--- src/rtl/seg_scan_decoder_pkg.sv ---
// rtl/seg_scan_decoder_pkg.sv - shared seven-segment table, bit order and FSM states
// One pattern table for the encoder and this decoder so both always agree.
package seg_scan_decoder_pkg;

  // Bit positions inside the 7-bit active-low segment bus
  localparam int SEG_A = 6;
  localparam int SEG_B = 5;
  localparam int SEG_C = 4;
  localparam int SEG_D = 3;
  localparam int SEG_E_BIT = 2;
  localparam int SEG_F = 1;
  localparam int SEG_G = 0;

  localparam logic [6:0] SEG_0     = 7'b0000001;
  localparam logic [6:0] SEG_1     = 7'b1001111;
  localparam logic [6:0] SEG_2     = 7'b0010010;
  localparam logic [6:0] SEG_3     = 7'b0000110;
  localparam logic [6:0] SEG_4     = 7'b1001100;
  localparam logic [6:0] SEG_5     = 7'b0100100;
  localparam logic [6:0] SEG_6     = 7'b0100000;
  localparam logic [6:0] SEG_7     = 7'b0001111;
  localparam logic [6:0] SEG_8     = 7'b0000000;
  localparam logic [6:0] SEG_9     = 7'b0000100;
  localparam logic [6:0] SEG_A_PAT = 7'b0001000;
  localparam logic [6:0] SEG_B_PAT = 7'b1100000;
  localparam logic [6:0] SEG_C_PAT = 7'b0110001;
  localparam logic [6:0] SEG_D_PAT = 7'b1000010;
  localparam logic [6:0] SEG_E_PAT = 7'b0110000;
  localparam logic [6:0] SEG_BLANK = 7'b1111111;

  typedef logic [1:0] scan_state_t;
  localparam scan_state_t IDLE   = 2'd0;
  localparam scan_state_t SETTLE = 2'd1;
  localparam scan_state_t LOCKED = 2'd2;

  typedef struct packed {
    logic [3:0] nibble;
    logic       err;
    logic       blank;
  } seg_decode_t;

endpackage

--- src/rtl/seg_pattern_decode.sv ---
// rtl/seg_pattern_decode.sv - active-low segment pattern to hex nibble
// Exact inverse of the encoder table; anything else is flagged as an error.
module seg_pattern_decode
  import seg_scan_decoder_pkg::*;
(
  input  logic [6:0] seg_n,
  output logic [3:0] nibble,
  output logic       err,
  output logic       blank
);

  always_comb begin
    nibble = 4'h0;
    err    = 1'b0;
    blank  = 1'b0;
    case (seg_n)
      SEG_0:     nibble = 4'h0;
      SEG_1:     nibble = 4'h1;
      SEG_2:     nibble = 4'h2;
      SEG_3:     nibble = 4'h3;
      SEG_4:     nibble = 4'h4;
      SEG_5:     nibble = 4'h5;
      SEG_6:     nibble = 4'h6;
      SEG_7:     nibble = 4'h7;
      SEG_8:     nibble = 4'h8;
      SEG_9:     nibble = 4'h9;
      SEG_A_PAT: nibble = 4'hA;
      SEG_B_PAT: nibble = 4'hB;
      SEG_C_PAT: nibble = 4'hC;
      SEG_D_PAT: nibble = 4'hD;
      SEG_E_PAT: nibble = 4'hE;
      SEG_BLANK: begin
        nibble = 4'hF;
        blank  = 1'b1;
      end
      default:   err = 1'b1;
    endcase
  end

endmodule

--- src/rtl/seg_scan_decoder.sv ---
// rtl/seg_scan_decoder.sv - recovers per-position hex digits from a scanned display bus
// Synchronizes the bus, waits for a stable single-select sample, captures and ages digits.
module seg_scan_decoder
  import seg_scan_decoder_pkg::*;
#(
  parameter int NUM_DIGITS     = 4,
  parameter int STABLE_CYCLES  = 8,
  parameter int TIMEOUT_CYCLES = 1048576,
  parameter int IDX_W          = $clog2(NUM_DIGITS)
) (
  input  logic                    clk,
  input  logic                    rst_n,
  input  logic [NUM_DIGITS-1:0]   an_n,
  input  logic [6:0]              seg_n,
  output logic [4*NUM_DIGITS-1:0] digits,
  output logic [NUM_DIGITS-1:0]   digit_valid,
  output logic [NUM_DIGITS-1:0]   digit_err,
  output logic [NUM_DIGITS-1:0]   digit_blank,
  output logic                    update,
  output logic [IDX_W-1:0]        update_idx
);

  localparam int          RW       = $clog2(TIMEOUT_CYCLES + 1);
  localparam logic [7:0]  STAB_MAX = 8'(STABLE_CYCLES - 1);
  localparam logic [RW-1:0] TO_MAX = RW'(TIMEOUT_CYCLES);

  logic [NUM_DIGITS-1:0] an_s1, an_s2, an_prev;
  logic [6:0]            seg_s1, seg_s2, seg_prev;

  // Idle bus is all-ones, so the synchronizers reset to that rather than to zero
  always_ff @(posedge clk or negedge rst_n) begin
    if (!rst_n) begin
      an_s1    <= '1;
      an_s2    <= '1;
      an_prev  <= '1;
      seg_s1   <= '1;
      seg_s2   <= '1;
      seg_prev <= '1;
    end else begin
      an_s1    <= an_n;
      an_s2    <= an_s1;
      an_prev  <= an_s2;
      seg_s1   <= seg_n;
      seg_s2   <= seg_s1;
      seg_prev <= seg_s2;
    end
  end

  logic [NUM_DIGITS-1:0] sel;
  logic                  sel_valid;
  logic                  changed;

  assign sel       = ~an_s2;
  assign sel_valid = (sel != '0) && ((sel & (sel - NUM_DIGITS'(1))) == '0);
  assign changed   = (an_s2 != an_prev) || (seg_s2 != seg_prev);

  logic [3:0]  dec_nib;
  logic        dec_err;
  logic        dec_blank;
  seg_decode_t dec;

  seg_pattern_decode u_decode (
    .seg_n  (seg_s2),
    .nibble (dec_nib),
    .err    (dec_err),
    .blank  (dec_blank)
  );

  assign dec = {dec_nib, dec_err, dec_blank};

  logic [IDX_W-1:0] sel_idx;
  seg_decode_t      cur;
  logic             cur_valid;

  always_comb begin
    sel_idx   = '0;
    cur       = '0;
    cur_valid = 1'b0;
    for (int i = 0; i < NUM_DIGITS; i++) begin
      if (sel[i]) begin
        sel_idx   = IDX_W'(i);
        cur       = {digits[4*i +: 4], digit_err[i], digit_blank[i]};
        cur_valid = digit_valid[i];
      end
    end
  end

  logic [7:0]  stab_cnt, stab_nxt;
  scan_state_t state, state_nxt;
  logic        capture;
  logic        value_new;

  always_comb begin
    if (changed || !sel_valid) begin
      stab_nxt = 8'd0;
    end else if (stab_cnt == STAB_MAX) begin
      stab_nxt = stab_cnt;
    end else begin
      stab_nxt = stab_cnt + 8'd1;
    end
  end

  // Capture on the edge where the count reaches its limit, i.e. the STABLE_CYCLES-th identical sample
  assign capture   = (state == SETTLE) && sel_valid && !changed && (stab_nxt == STAB_MAX);
  assign value_new = !cur_valid || (cur != dec);

  always_comb begin
    state_nxt = state;
    case (state)
      IDLE: begin
        if (sel_valid) state_nxt = SETTLE;
      end
      SETTLE: begin
        if (!sel_valid)   state_nxt = IDLE;
        else if (capture) state_nxt = LOCKED;
      end
      LOCKED: begin
        if (!sel_valid)   state_nxt = IDLE;
        else if (changed) state_nxt = SETTLE;
      end
      default: state_nxt = IDLE;
    endcase
  end

  always_ff @(posedge clk or negedge rst_n) begin
    if (!rst_n) begin
      state    <= IDLE;
      stab_cnt <= 8'd0;
    end else begin
      state    <= state_nxt;
      stab_cnt <= stab_nxt;
    end
  end

  logic [RW-1:0] ref_cnt [NUM_DIGITS];

  // A capture and a timeout on the same edge resolve in favour of the capture
  always_ff @(posedge clk or negedge rst_n) begin
    if (!rst_n) begin
      digits      <= '0;
      digit_valid <= '0;
      digit_err   <= '0;
      digit_blank <= '0;
      for (int i = 0; i < NUM_DIGITS; i++) ref_cnt[i] <= '0;
    end else begin
      for (int i = 0; i < NUM_DIGITS; i++) begin
        if (capture && sel[i]) begin
          digits[4*i +: 4] <= dec_nib;
          digit_err[i]     <= dec_err;
          digit_blank[i]   <= dec_blank;
          digit_valid[i]   <= 1'b1;
          ref_cnt[i]       <= '0;
        end else if (ref_cnt[i] != TO_MAX) begin
          ref_cnt[i] <= ref_cnt[i] + RW'(1);
          if (ref_cnt[i] == TO_MAX - RW'(1)) begin
            digits[4*i +: 4] <= 4'h0;
            digit_err[i]     <= 1'b0;
            digit_blank[i]   <= 1'b0;
            digit_valid[i]   <= 1'b0;
          end
        end
      end
    end
  end

  logic             upd_pend;
  logic [IDX_W-1:0] idx_pend;

  always_ff @(posedge clk or negedge rst_n) begin
    if (!rst_n) begin
      upd_pend   <= 1'b0;
      idx_pend   <= '0;
      update     <= 1'b0;
      update_idx <= '0;
    end else begin
      upd_pend <= capture && value_new;
      idx_pend <= sel_idx;
      update   <= upd_pend;
      if (upd_pend) update_idx <= idx_pend;
    end
  end

endmodule

--- config.mk ---
export PLATFORM = sky130hd
export DESIGN_NAME = seg_scan_decoder
export DESIGN_NICKNAME = d
export VERILOG_FILES = /design/src/rtl/seg_scan_decoder_pkg.sv /design/src/rtl/seg_pattern_decode.sv /design/src/rtl/seg_scan_decoder.sv
export SDC_FILE = /design/constraint.sdc
export NUM_CORES = 1
export LEC_CHECK = 0
export ABC_AREA = 1
export CAP_MARGIN = 20
export CORE_MARGIN = 2
export CORE_UTILIZATION = 65
export CTS_CLUSTER_SIZE = 28
export DETAILED_ROUTE_END_ITERATION = 8
export PLACE_DENSITY = 0.95
export SETUP_SLACK_MARGIN = 0.05
export SKIP_LAST_GASP = 1
export SYNTH_ARGS = -nofsm -noshare
export SYNTH_HDL_FRONTEND = slang
export SYNTH_SLANG_ARGS = --single-unit
--- constraint.sdc ---
create_clock -name clk -period 4.8 [get_ports clk]
set_input_delay 0.96 -clock clk [delete_from_list [all_inputs] [get_ports clk]]
set_output_delay 0.96 -clock clk [all_outputs]
set_load 0.05 [all_outputs]
**Word-level counts from Yosys, hierarchy flattened**

Index checks and enable logic that the tools add are counted.
W data, S select, Z words.

- Add/sub/neg operators: 6
- Equal/unequal tests: 33
- Mux-type cells: 62
- Bitwise logic cells: 2
- Reduce and logical (&&, ||, !) cells: 33

Operators by type and width:

| cell | number |
|---|---|
| $mux W21 | 8 |
| $add A21 B1 Y21 const B | 4 |
| $eq A21 B20 Y1 const B | 4 |
| $ne A21 B21 Y1 const B | 4 |
| $pmux W4 S15 | 1 |
| $mux W4 | 12 |
| $eq A7 B7 Y1 const B | 5 |
| $eq A7 B6 Y1 const B | 4 |
| $mux W1 | 27 |
| $mux W6 | 4 |
| $eq A8 B3 Y1 const B | 2 |
| $mux W8 | 2 |
| $reduce_bool A2 Y1 | 8 |
| $reduce_or A16 Y1 | 1 |
| $eq A7 B3 Y1 const B | 2 |
| $eq A7 B4 Y1 const B | 2 |
| $mux W2 | 7 |
| $logic_and A1 B1 Y1 | 9 |
| $add A8 B1 Y8 const B | 1 |
| $reduce_and A2 Y1 | 4 |
| $eq A7 B1 Y1 const B | 1 |
| $eq A7 B5 Y1 const B | 1 |
| $logic_not A7 Y1 | 1 |
| $ne A7 B7 Y1 | 1 |
| other kinds (16) | 21 |

- Register bits after elaboration: 161
- Input bits: 13
- Output and inout bits: 31
- Word-level logic and storage cells: 168

**Logic depth before layout (Yosys ltp)**

- Word-level depth: 13
- Mapped depth: 15

**Cells and area by module**

A second synthesis with hierarchy kept.

- Cell total of the unflattened synthesis: 1102
- Area, all modules: 8557.0 um^2

Modules (own cells, without submodules):

| module | instances | cells each | area each (um^2) | sequential area each (um^2) |
|---|---|---|---|---|
| seg_scan_decoder | 1 | 1024 | 8200.4 | 4070.2 |
| seg_pattern_decode | 1 | 78 | 356.6 | 0.0 |

**Least setup slack after synthesis**

No wires, ideal clock.

- Path kind: reg-to-reg
- From: register seg_s2[6]
- To: register digits[0]
- Setup time: 0.120 ns
- Arrival: 2.066 ns
- Required time: 4.680 ns
- Path slack: 2.613 ns
- Stages on the path, launching flop included: 13
- Buffers on the path: 2
- Cells stage by stage: dfstp_2 > clkbuf_1 > xnor2_1 > nand3_1 > nor2_4 > nand2_4 > nor2_4 > nand2_4 > nor2_8 > nand4_4 > buf_6 > nand3_1 > nand2_1

- Cells in the longest elaborated chain, start to end: 9
- Elaborated cells between the ends (all ways): 29
- Those cells by class: eq/ne (16); mux (3); reduce/logical (10)

Ends and longest elaborated chain:

| what | RTL line | RTL |
|---|---|---|
| start, declared | seg_scan_decoder.sv:28 | `logic [6:0] seg_s1, seg_s2, seg_prev;` |
| start signal, assigned | seg_scan_decoder.sv:44 | `seg_s2 <= seg_s1;` |
| $ne A7 B7 Y1 | seg_scan_decoder.sv:55 | `assign changed = (an_s2 != an_prev) \|\| (seg_s2 != seg_prev);` |
| $logic_or A1 B1 Y1 | seg_scan_decoder.sv:55 |  |
| $logic_or A1 B1 Y1 | seg_scan_decoder.sv:94 | `if (changed \|\| !sel_valid) begin` |
| $mux W8 | seg_scan_decoder.sv:94 |  |
| $eq A8 B3 Y1 | seg_scan_decoder.sv:104 | `assign capture = (state == SETTLE) && sel_valid && !changed && (stab_nxt == STAB_MAX);` |
| $logic_and A1 B1 Y1 | seg_scan_decoder.sv:104 |  |
| $logic_and A1 B1 Y1 | seg_scan_decoder.sv:147 | `if (capture && sel[i]) begin` |
| $reduce_bool A2 Y1 (no line) | - |  |
| $reduce_and A2 Y1 (no line) | - |  |
| end signal, assigned by index | seg_scan_decoder.sv:148 | `digits[4*i +: 4] <= dec_nib;` |
| end, declared | seg_scan_decoder.sv:15 | `output logic [4*NUM_DIGITS-1:0] digits,` |

Parallel ways exist; a longest one is shown, timed or not.
A chain may end at the register's enable or synchronous reset.

**Final worst setup path**

- From: register an_s2[1]
- To: register ref_cnt[65] (netlist name)

- Cells in the longest elaborated chain, start to end: 12
- Elaborated cells between the ends (all ways): 19
- Those cells by class: add/sub (1); eq/ne (2); mux (2); bitwise (2); reduce/logical (12)

Ends and longest elaborated chain:

| what | RTL line | RTL |
|---|---|---|
| start, declared | seg_scan_decoder.sv:27 | `logic [NUM_DIGITS-1:0] an_s1, an_s2, an_prev;` |
| start signal, assigned | seg_scan_decoder.sv:41 | `an_s2 <= an_s1;` |
| $not A4 Y4 | seg_scan_decoder.sv:53 | `assign sel = ~an_s2;` |
| $sub A4 B1 Y4 | seg_scan_decoder.sv:54 | `assign sel_valid = (sel != '0) && ((sel & (sel - NUM_DIGITS'(1))) == '0);` |
| $and A4 B4 Y4 | seg_scan_decoder.sv:54 |  |
| $logic_not A4 Y1 | seg_scan_decoder.sv:54 |  |
| $logic_and A1 B1 Y1 | seg_scan_decoder.sv:54 |  |
| $logic_not A1 Y1 | - |  |
| $logic_or A1 B1 Y1 | seg_scan_decoder.sv:94 |  |
| $mux W8 | seg_scan_decoder.sv:94 |  |
| $eq A8 B3 Y1 | seg_scan_decoder.sv:104 |  |
| $logic_and A1 B1 Y1 * | seg_scan_decoder.sv:104 |  |
| $logic_and A1 B1 Y1 * | seg_scan_decoder.sv:147 |  |
| $mux W21 / $reduce_bool A2 Y1 (equally long branches) | - |  |
| end signal, assigned by index | seg_scan_decoder.sv:154 | `ref_cnt[i] <= ref_cnt[i] + RW'(1);` |
| end, declared | seg_scan_decoder.sv:135 | `logic [RW-1:0] ref_cnt [NUM_DIGITS];` |

Every way passes the cells marked *; elsewhere a longest branch is shown, timed or not.

==> parameters.txt <==
Parameter                              Value

Yosys
  Syn Nets    about 1200
  Register bit count reported by yosys    161
  Count of different cell masters after synthesis    41
  Mean Syn Cell Area    just under 8 um^2
  Post-synth top area cell    sky130_fd_sc_hd__dfrtp_1
  Synth warn    0
  Register area share after synthesis    about 46%
  Post-synth top area share    36.0%
  Top area cells in the synthesized netlist    sky130_fd_sc_hd__dfrtp_1 36%, sky130_fd_sc_hd__nand2_1 13%, sky130_fd_sc_hd__dfstp_2 9.7%
  Summed instance area of the synthesized netlist    8900 um^2
  Syn Inst Count    1152

Cells and area
  Most used cells in the layout excluding fill and tap cells    297 x sky130_fd_sc_hd__nand2_1, 205 x sky130_fd_sc_hd__inv_1, 128 x sky130_fd_sc_hd__dfrtp_1
  Layout Nets    between 1000 and 1500
  Fraction of final layout cells with drive strength greater than 1    10.8%
  Layout overhead on the synthesized area    13.3%
  Cell area after layout    10100 um^2
  # diodes    0
  Most common library cell in the layout ignoring fill and taps    sky130_fd_sc_hd__nand2_1

STA
  Final setup violation count    0
  Transition at the pin with the smallest max-transition slack    0.959 ns
  Setup repair after global routing missed its margin    no
  Ratio of final minimum period to clock period    60.0%
  Fmax    between 300 and 400 MHz
  Final Hold Viols    0
  Post-Route Setup TNS    0 ns
  Clock Skew    0.0129 ns
  Worst slew margin relative to its limit    35.6%
  Minimum hold slack    0.355 ns
  Max Transition Viols Final    0
  Final worst path period need    between 2 and 3 ns

Routing
  Number of vias after detailed routing    7947
  DR vias/cell    around 5.7
  Routed len/inst    15.4 um
  Sum of routed wire length over all layers    21500 um
  DRC violations left    0
  1st-iter DRT viols    roughly 790
  Number of antenna-violating nets in the routed design    0
  First-pass detailed-route iteration total    6

Clocking
  Number of clock sinks seen by CTS    161
  CTS tree    done
  Total number of H-tree levels    4
  Longest Clk Path Bufs    2
  Clk root buf    sky130_fd_sc_hd__clkbuf_16
  Clock buffers created by TritonCTS    17
  Post_cts resized    0
  Count of hold buffers inserted by post-cts repair    0
  Worst skew pair latency    0.44 ns
  Clock transition at the registers of the reported paths    0.06 ns
  Post-CTS setup repair buffer count    0

Power
  Pwr dens    287 nW/um^2
  Maximum resistive drop on vdd    0.340 mV
  Leakage power total    5.51 nW

Placement
  Port Buffer Count    43
  Post-DP HPWL    14300 um
  Total placed instance area    9470 um^2
  Final weighted congestion in routability-driven placement    between 0.9 and 1

Setup path
  Slack of the worst reg-to-reg path    1.92 ns
  Category of the worst setup path capture point    flip-flop
  CP Data Required Time    5.11 ns
  Startpoint class of the critical path    flip-flop
  Arrival time at the worst endpoint    3.19 ns
  Worst R2R End    ref_cnt[65]
  R2R depth    13
  Critical path fanouts, max    27
  Path type of the worst setup path    reg -> reg
  Worst r2r src    an_s2[1]

Floorplanning
  Area of the placeable core    around 13000 um^2
  Full die area    14600 um^2
  Y dimension of the die    121 um
  Number of placement rows    42
  Number of ports placed on the die boundary    44
  Die span in x    121 um
  Initial Utilization    66.9%

Run status
  Run status    finished, final reports clean

GRT
  Initial antenna violation count    0
  Combined global-route utilization of all metal layers    31.1%
  Largest net degree at the start of global routing    a little over 90
  Global route overflow    0
  First-pass GRT wire length    35400 um
  Vias in the first global route    7630

Run
  Count of max-cap constraint violations    0

Min path
  Number of cells traversed by the worst hold path    0
  Worst hold path startpoint    seg_s1[0]
  Hold EP    seg_s2[0]
  HP Class    reg -> reg
## registers in the layout (all words and copies together) (netlist names), 7 cells and up
name	flops
seg_s1	7
seg_s2	7
seg_prev	7
stab_cnt	8
ref_cnt	84
digits	16
## kinds of logic after synthesis
logic type	after synthesis	synth area share [%]
AO/OA/AOI/OAI	71	4.54
buffers and inverters	232	10.3
multiplexers	2	0.253
XOR/XNOR	26	2.56
adder cells (fa/ha/maj)	9	1.27
flip-flops	161	45.7
AND/OR/NAND/NOR	651	35.3
## critical path, stage by stage, from the launching register on
cell                       delay [ns]
sky130_fd_sc_hd__dfstp_2         0.74
sky130_fd_sc_hd__inv_2           0.18
sky130_fd_sc_hd__nand2_1         0.09
sky130_fd_sc_hd__nand2_1         0.06
sky130_fd_sc_hd__nor2_2          0.12
sky130_fd_sc_hd__nand2_2         0.09
sky130_fd_sc_hd__nor2_4          0.19
sky130_fd_sc_hd__nand2_4         0.10
sky130_fd_sc_hd__nor2_4          0.11
sky130_fd_sc_hd__nand2_4         0.07
sky130_fd_sc_hd__nor2_8          0.23
sky130_fd_sc_hd__nand4_4         0.41
sky130_fd_sc_hd__nand3b_1        0.29
sky130_fd_sc_hd__inv_1           0.07
## synth_stat cells, drive strengths merged
| cell type | instances |
|---|---|
| dfrtp | 128 |
| nor4 | 20 |
| nand4 | 33 |
| nor2 | 103 |
| mux2 | 2 |
| dfstp | 33 |
| a21oi | 25 |
| nand3 | 125 |
| o21a | 2 |
| o211ai | 1 |
| nor3 | 30 |
| nand2 | 301 |
| o21ai | 36 |
| buf | 9 |
| nor3b | 1 |
| o21bai | 5 |
| ha | 9 |
| or2 | 17 |
| and2 | 2 |
| clkbuf | 5 |
| o22ai | 2 |
| xor2 | 19 |
| inv | 218 |
| xnor2 | 7 |
| and3 | 2 |
| nand3b | 17 |
## area by class of cell
| cell class | count | area, um^2 |
|---|---|---|
| sequential | 161 | 4070 |
| tap | 176 | 220 |
| clock inverter | 7 | 57.6 |
| multi-input combinational | 759 | 3910 |
| clock buffer | 25 | 561 |
| inverter | 218 | 818 |
| fill | 886 | 3210 |
| timing repair buffer | 45 | 447 |
## power breakdown
group / total [W] / switching [W] / leakage (nW) / internal, W
logic: 0.000107 / 0.0000767 / 3.13 / 0.0000305
clock network: 0.00138 / 0.000563 / 0.305 / 0.000821
registers: 0.00140 / 0.0000174 / 2.07 / 0.00138
total: 0.00289 / 0.000657 / 5.51 / 0.00224
## worst max path at each step
| stage | start | to | slack, ns | cells after the start |
|---|---|---|---|---|
| after floorplan | seg_s2[6] | digits[0] | 2.61 | 12 |
| after global placement | an_s2[1] | ref_cnt[71] | 2.20 | 13 |
| after detailed placement | an_s2[1] | digit_err[0] | 2.09 | 13 |
| after CTS | an_s2[1] | ref_cnt[65] | 1.98 | 13 |
| after global routing | an_s2[1] | ref_cnt[65] | 1.77 | 13 |
| final | an_s2[1] | ref_cnt[65] | 1.92 | 13 |
## metal layers
layer | wire length [um] | share of wire (%) | track usage (%)
met1 | 8740 | 41 | 39.6
met4 | 845 | 3.9 | 15.7
met5 | 0 | 0 | 0
met2 | 10100 | 47 | 49.6
met3 | 1750 | 8.1 | 7.38
## per-stage QoR
| step | setup slack [ns] | util (%) | total power [W] | instances |
|---|---|---|---|---|
| 2_1_floorplan | 2.61 | - | 0.00148 | 1152 |
| 3_3_place_gp | 2.20 | 71.2 | 0.00153 | 1359 |
| 3_5_place_dp | 2.09 | 71.2 | 0.00153 | 1359 |
| 4_1_cts | 1.98 | 75.9 | 0.00291 | 1391 |
| 5_1_grt | 1.77 | 75.9 | 0.00298 | 1391 |
| 6_report | 1.92 | 75.9 | 0.00289 | 1391 |
Note: power is estimated with default switching activity, not from simulation.
